`src/rtl/muldiv_unit.sv`:
```
// Iterative RV32M multiply/divide unit.
// Shift-add multiply, restoring divide, STEP bits per cycle.
module muldiv_unit #(
  parameter int XLEN  = 32,
  parameter int STEP  = 1,
  parameter int TAG_W = 5
) (
  input  logic             iCLK,
  input  logic             iRST,
  input  logic             iValid,
  output logic             oReady,
  input  logic [2:0]       iFunct3,
  input  logic [XLEN-1:0]  iA,
  input  logic [XLEN-1:0]  iB,
  input  logic [TAG_W-1:0] iTag,
  input  logic             iFlush,
  output logic             oValid,
  input  logic             iReady,
  output logic [XLEN-1:0]  oResult,
  output logic [TAG_W-1:0] oTag,
  output logic             oBusy
);

  localparam int N  = XLEN / STEP;
  localparam int CW = (N > 1) ? $clog2(N) : 1;
  localparam logic [CW-1:0] CMAX = CW'(N - 1);
  localparam logic [XLEN-1:0] MIN = {1'b1, {(XLEN-1){1'b0}}};

  typedef enum logic [1:0] {IDLE, CALC, DONE} state_t;

  state_t              state;
  logic [2:0]          op;
  logic [CW-1:0]       cnt;
  logic [2*XLEN-1:0]   acc;
  logic [2*XLEN-1:0]   nxt;
  logic [XLEN-1:0]     mb;
  logic                neg_q;
  logic                neg_r;

  logic                sgn_a, sgn_b, a_neg, b_neg;
  logic                dz, ovf;
  logic [XLEN-1:0]     ma, mbi, fast;
  logic [2*XLEN-1:0]   prod;
  logic [XLEN-1:0]     quo, rem, res;

  assign oReady = (state == IDLE);
  assign oBusy  = (state != IDLE);

  assign sgn_a = iFunct3[2] ? !iFunct3[0]
                            : (iFunct3[1:0] != 2'b11);
  assign sgn_b = iFunct3[2] ? !iFunct3[0] : !iFunct3[1];
  assign a_neg = sgn_a & iA[XLEN-1];
  assign b_neg = sgn_b & iB[XLEN-1];
  assign ma    = a_neg ? -iA : iA;
  assign mbi   = b_neg ? -iB : iB;

  assign dz  = iFunct3[2] && (iB == '0);
  assign ovf = iFunct3[2] && !iFunct3[0]
            && (iA == MIN) && (iB == '1);

  // Divide-by-zero and signed overflow answers, chosen at accept
  always_comb begin
    fast = '0;
    if (dz) fast = iFunct3[1] ? iA : '1;
    else    fast = iFunct3[1] ? '0 : iA;
  end

  // Retire STEP bits: shift-add multiply or restoring divide
  always_comb begin
    logic [2*XLEN:0] wide;
    logic [XLEN:0]   diff;
    logic [XLEN:0]   sum;
    nxt  = acc;
    wide = '0;
    diff = '0;
    sum  = '0;
    for (int i = 0; i < STEP; i++) begin
      if (op[2]) begin
        wide = {nxt, 1'b0};
        diff = wide[2*XLEN:XLEN] - {1'b0, mb};
        if (!diff[XLEN])
          nxt = {diff[XLEN-1:0], wide[XLEN-1:1], 1'b1};
        else
          nxt = wide[2*XLEN-1:0];
      end else begin
        sum = {1'b0, nxt[2*XLEN-1:XLEN]}
            + (nxt[0] ? {1'b0, mb} : '0);
        nxt = {sum, nxt[XLEN-1:1]};
      end
    end
  end

  // Sign fixup and result select for the final CALC edge
  always_comb begin
    prod = neg_q ? -nxt : nxt;
    quo  = neg_q ? -nxt[XLEN-1:0] : nxt[XLEN-1:0];
    rem  = neg_r ? -nxt[2*XLEN-1:XLEN]
                 : nxt[2*XLEN-1:XLEN];
    res  = '0;
    unique case (op)
      3'b000:                 res = prod[XLEN-1:0];
      3'b001, 3'b010, 3'b011: res = prod[2*XLEN-1:XLEN];
      3'b100, 3'b101:         res = quo;
      default:                res = rem;
    endcase
  end

  // Control FSM with registered result, tag and valid
  always_ff @(posedge iCLK or negedge iRST) begin
    if (!iRST) begin
      state   <= IDLE;
      op      <= '0;
      cnt     <= '0;
      acc     <= '0;
      mb      <= '0;
      neg_q   <= 1'b0;
      neg_r   <= 1'b0;
      oValid  <= 1'b0;
      oResult <= '0;
      oTag    <= '0;
    end else if (iFlush) begin
      state  <= IDLE;
      oValid <= 1'b0;
    end else begin
      unique case (state)
        IDLE: begin
          if (iValid) begin
            op    <= iFunct3;
            oTag  <= iTag;
            mb    <= mbi;
            acc   <= {{XLEN{1'b0}}, ma};
            neg_q <= a_neg ^ b_neg;
            neg_r <= a_neg;
            cnt   <= CMAX;
            if (dz || ovf) begin
              oResult <= fast;
              oValid  <= 1'b1;
              state   <= DONE;
            end else begin
              state <= CALC;
            end
          end
        end
        CALC: begin
          acc <= nxt;
          if (cnt == '0) begin
            oResult <= res;
            oValid  <= 1'b1;
            state   <= DONE;
          end else begin
            cnt <= cnt - CW'(1);
          end
        end
        DONE: begin
          if (iReady) begin
            oValid <= 1'b0;
            state  <= IDLE;
          end
        end
        default: state <= IDLE;
      endcase
    end
  end

endmodule

```
`config.mk`:
```
export PLATFORM = sky130hd
export DESIGN_NAME = muldiv_unit
export DESIGN_NICKNAME = d
export VERILOG_FILES = /design/src/rtl/muldiv_unit.sv
export SDC_FILE = /design/constraint.sdc
export NUM_CORES = 1
export LEC_CHECK = 0
export BUFFER_PORTS_ARGS = -buffer_cell sky130_fd_sc_hd__buf_2
export CAP_MARGIN = 10
export CORE_UTILIZATION = 25
export CTS_BUF_LIST = sky130_fd_sc_hd__clkbuf_8
export CTS_CLUSTER_SIZE = 25
export DETAILED_ROUTE_END_ITERATION = 10
export GPL_TIMING_DRIVEN = 0
export PLACE_DENSITY = 0.51
export SETUP_SLACK_MARGIN = 0.3
export SLEW_MARGIN = 20
export SYNTH_ARGS = -nofsm -noshare
export SYNTH_HDL_FRONTEND = slang
export SYNTH_SLANG_ARGS = --single-unit
```
`constraint.sdc`:
```
create_clock -name iCLK -period 5 [get_ports iCLK]
set_clock_uncertainty 0.1 [all_clocks]
set_input_delay 1 -clock iCLK [delete_from_list [all_inputs] [get_ports iCLK]]
set_output_delay 1 -clock iCLK [all_outputs]
set_load 0.01 [all_outputs]
```
==> results.json <==
{
  "rows": 91,
  "grt_overflow": 0,
  "outcome": "finished, final reports clean",
  "synth_area_um2": 15700,
  "synth_edf_count": 0,
  "syn-num-nets": 2291,
  "syn_avg_cell_area_um2": 7.35,
  "worstMarginPinSlew_ns": 1.06,
  "cts_buffers": 17,
  "layout_commonest_cell": "nand2_1",
  "first_global_vias": 17400,
  "grt_start_max_net_pins": 80,
  "placed_cells": 3094,
  "ys_seq_elements": 146,
  "async_flop_share_pct": 100,
  "gp_congestion": 0.984,
  "worstPathMaxFanout": 8,
  "cp-end-kind": "flop",
  "ctsHoldBuffers": 0,
  "required_ns": 5.32,
  "final.period_utilization_pct": 96.7,
  "path_cells": "buf_8 -> clkbuf_16 -> and2_4 -> ha_4 -> fa_2 -> a211oi_2 -> o211ai_1 -> a311o_1 -> a21o_1 -> a21o_1 -> o211ai_1 -> nand2_1 -> nor4_4 -> and3b_2 -> nand3_2 -> o41a_1 -> xor2_1 -> a221oi_2 -> o21ai_1",
  "critPathKind": "reg2reg",
  "yosysSeqAreaShare_pct": 23.3,
  "max_stage_delay_ns": 0.43,
  "cts_sinks": 146,
  "nets": 2540,
  "track_usage_pct": 24.0,
  "fmax_ghz": 0.207,
  "vias": 18200,
  "antenna_found_initial": 2,
  "fill_cells": 6653,
  "drtIter0Drc": 1660,
  "area_growth_pct": 29.2,
  "crit_arrival_ns": 5.15,
  "crit_slowest_cell": "a311o_1",
  "drive_above_1_share_pct": 23.5,
  "cts_tree": "built",
  "die-area_um2": 63800,
  "hold_violations": 0,
  "initial_core_util_pct": 25.4,
  "die_h_um": 253,
  "synthFlopType": "dfrtp_1",
  "drtPass1Iterations": 7,
  "ant_nets": 0,
  "routed_via_density": 5.63,
  "layout.cells.non_filler": 3238,
  "finalWirelength_um": 78300,
  "pin_count": 117,
  "hp-class": "in2async",
  "cts_root_buf": "clkbuf_8",
  "port_buffers": 115,
  "slew_violations": 0,
  "core-area_um2": 61900,
  "insertion_delay_ns": 0.53,
  "clk_pin_slew_ns": 0.09,
  "slew_headroom_pct": 29.1,
  "drcViolationCount": 0,
  "die_w_um": 253,
  "drt-wirelength-per-cell_um": 24.2,
  "layout_common_cells": "nand2_1, o21ai_0, a21oi_1, nor2_1, dfrtp_1",
  "setup_viol": 0,
  "grt_pass1_wl_um": 114000,
  "cts_max_path_buffers": 2,
  "fin_crit_ns": 4.83,
  "yosys_warnings": 0,
  "h-tree-depth": 4,
  "synth_cell_type_count": 94,
  "critPathLaunchType": "flop",
  "maxCapViolCount": 0,
  "dp_hpwl_um": 61100,
  "rsz0062_at_grt": "yes",
  "synth_cells": 2138
}
-- critical path: cells and delay by family (launching register included) --
family / cells / cell delay (ns)
adder cells (fa/ha/maj): 2 / 0.55
AND/OR/NAND/NOR: 5 / 1.08
XOR/XNOR: 1 / 0.15
AO/OA/AOI/OAI: 9 / 2.15
buffers and inverters: 2 / 0.30
flip-flops: 1 / 0.39
-- synth_stat cells (all sizes together), types with 14 or more instances --
cell type | count | share of area [%]
a211oi | 18 | 0.89
mux2 | 17 | 1.2
nor2 | 168 | 4.1
o21ai | 252 | 8.0
nand4 | 23 | 0.92
nor3 | 55 | 1.8
mux2i | 44 | 2.9
nor4 | 15 | 0.64
or3 | 22 | 0.88
a21o | 20 | 0.96
nand3 | 41 | 1.4
xor2 | 80 | 4.5
o22ai | 17 | 0.68
clkbuf | 96 | 2.3
a31oi | 30 | 1.2
a21oi | 205 | 6.6
xnor2 | 100 | 5.6
ha | 74 | 5.9
inv | 73 | 1.7
o211ai | 21 | 1.0
dfrtp | 146 | 23
and2 | 45 | 1.8
o31ai | 30 | 1.4
nand2 | 280 | 6.7
a221oi | 14 | 0.82
buf | 23 | 0.75
nand2b | 25 | 1.0
and3 | 21 | 0.84
-- kinds of logic after synthesis --
kind of cell             synth area share, %
flip-flops                              23.3
adder cells (fa/ha/maj)                 6.28
buffers and inverters                   4.82
XOR/XNOR                                10.0
multiplexers                            4.10
AO/OA/AOI/OAI                           28.7
AND/OR/NAND/NOR                         22.8
-- sequential cells by signal (all words and copies together), names as in the netlist --
name     count
cnt          5
op           3
oValid       1
oTag         5
mb          32
oResult     32
acc         64
neg_q        1
state        2
neg_r        1
-- per-layer routing --
metal	vias to the layer above	wire [um]	part of all wire [%]	track usage (%)
met5	-	13	0.017	0
met4	2	3030	3.9	9.59
met3	159	5250	6.7	4.14
met2	783	35400	45	38.1
met1	9033	34700	44	32.1
li1	8249	-	-	-
-- final timing paths --
check / start / endpoint / slack (ns) / cells past startpoint
min: iRST / oResult[22] / 0.39 / 1
min reg2reg: oResult[19] / oResult[19] / 0.39 / 2
max in group asynchronous: iRST / mb[3] / 3.54 / 2
min in group iCLK: oResult[19] / oResult[19] / 0.39 / 2
max: acc[0] / oResult[31] / 0.17 / 19
max reg2reg: acc[0] / oResult[31] / 0.17 / 19
-- cell type report --
| cell class | count | area [um2] | share of cell area [%] |
|---|---|---|---|
| diodes | 1 | 2.50 | 0.0123 |
| plain buffers | 119 | 646 | 3.18 |
| clock buffers | 20 | 275 | 1.36 |
| clock inverters | 12 | 146 | 0.721 |
| inverters | 74 | 278 | 1.37 |
| multi-input cells | 1799 | 12700 | 62.4 |
| flip-flops and latches | 146 | 3680 | 18.1 |
| well taps | 837 | 1050 | 5.16 |
| repair buffers | 230 | 1550 | 7.65 |
-- through the flow --
step | setup WS [ns] | instance area [um2] | setup TNS [ns] | hold slack, ns | util (%)
2_1_floorplan | 0.352 | 15700 | 0 | 0.355 | -
3_3_place_gp | -2.13 | 17400 | -38.74 | 0.370 | 28.0
3_5_place_dp | -2.21 | 17400 | -39.13 | 0.372 | 28.2
4_1_cts | 0.213 | 19400 | 0 | 0.388 | 31.3
5_1_grt | 0.00398 | 20300 | 0 | 0.419 | 32.8
6_report | 0.165 | 20300 | 0 | 0.386 | 32.8
-- timing repair --
item | CTS | global route
pin swaps | 76 | 79
cloned | 0 | 0
buffers inserted | 79 | 32
endpoints found under the hold margin | 0 | 0
gates resized for setup | 226 | 148
endpoints found under the setup margin | 52 | 29
Power is left out: the tool's default activity adds up to more than one toggle a clock period on the data nets, which glitch-free logic cannot reach.
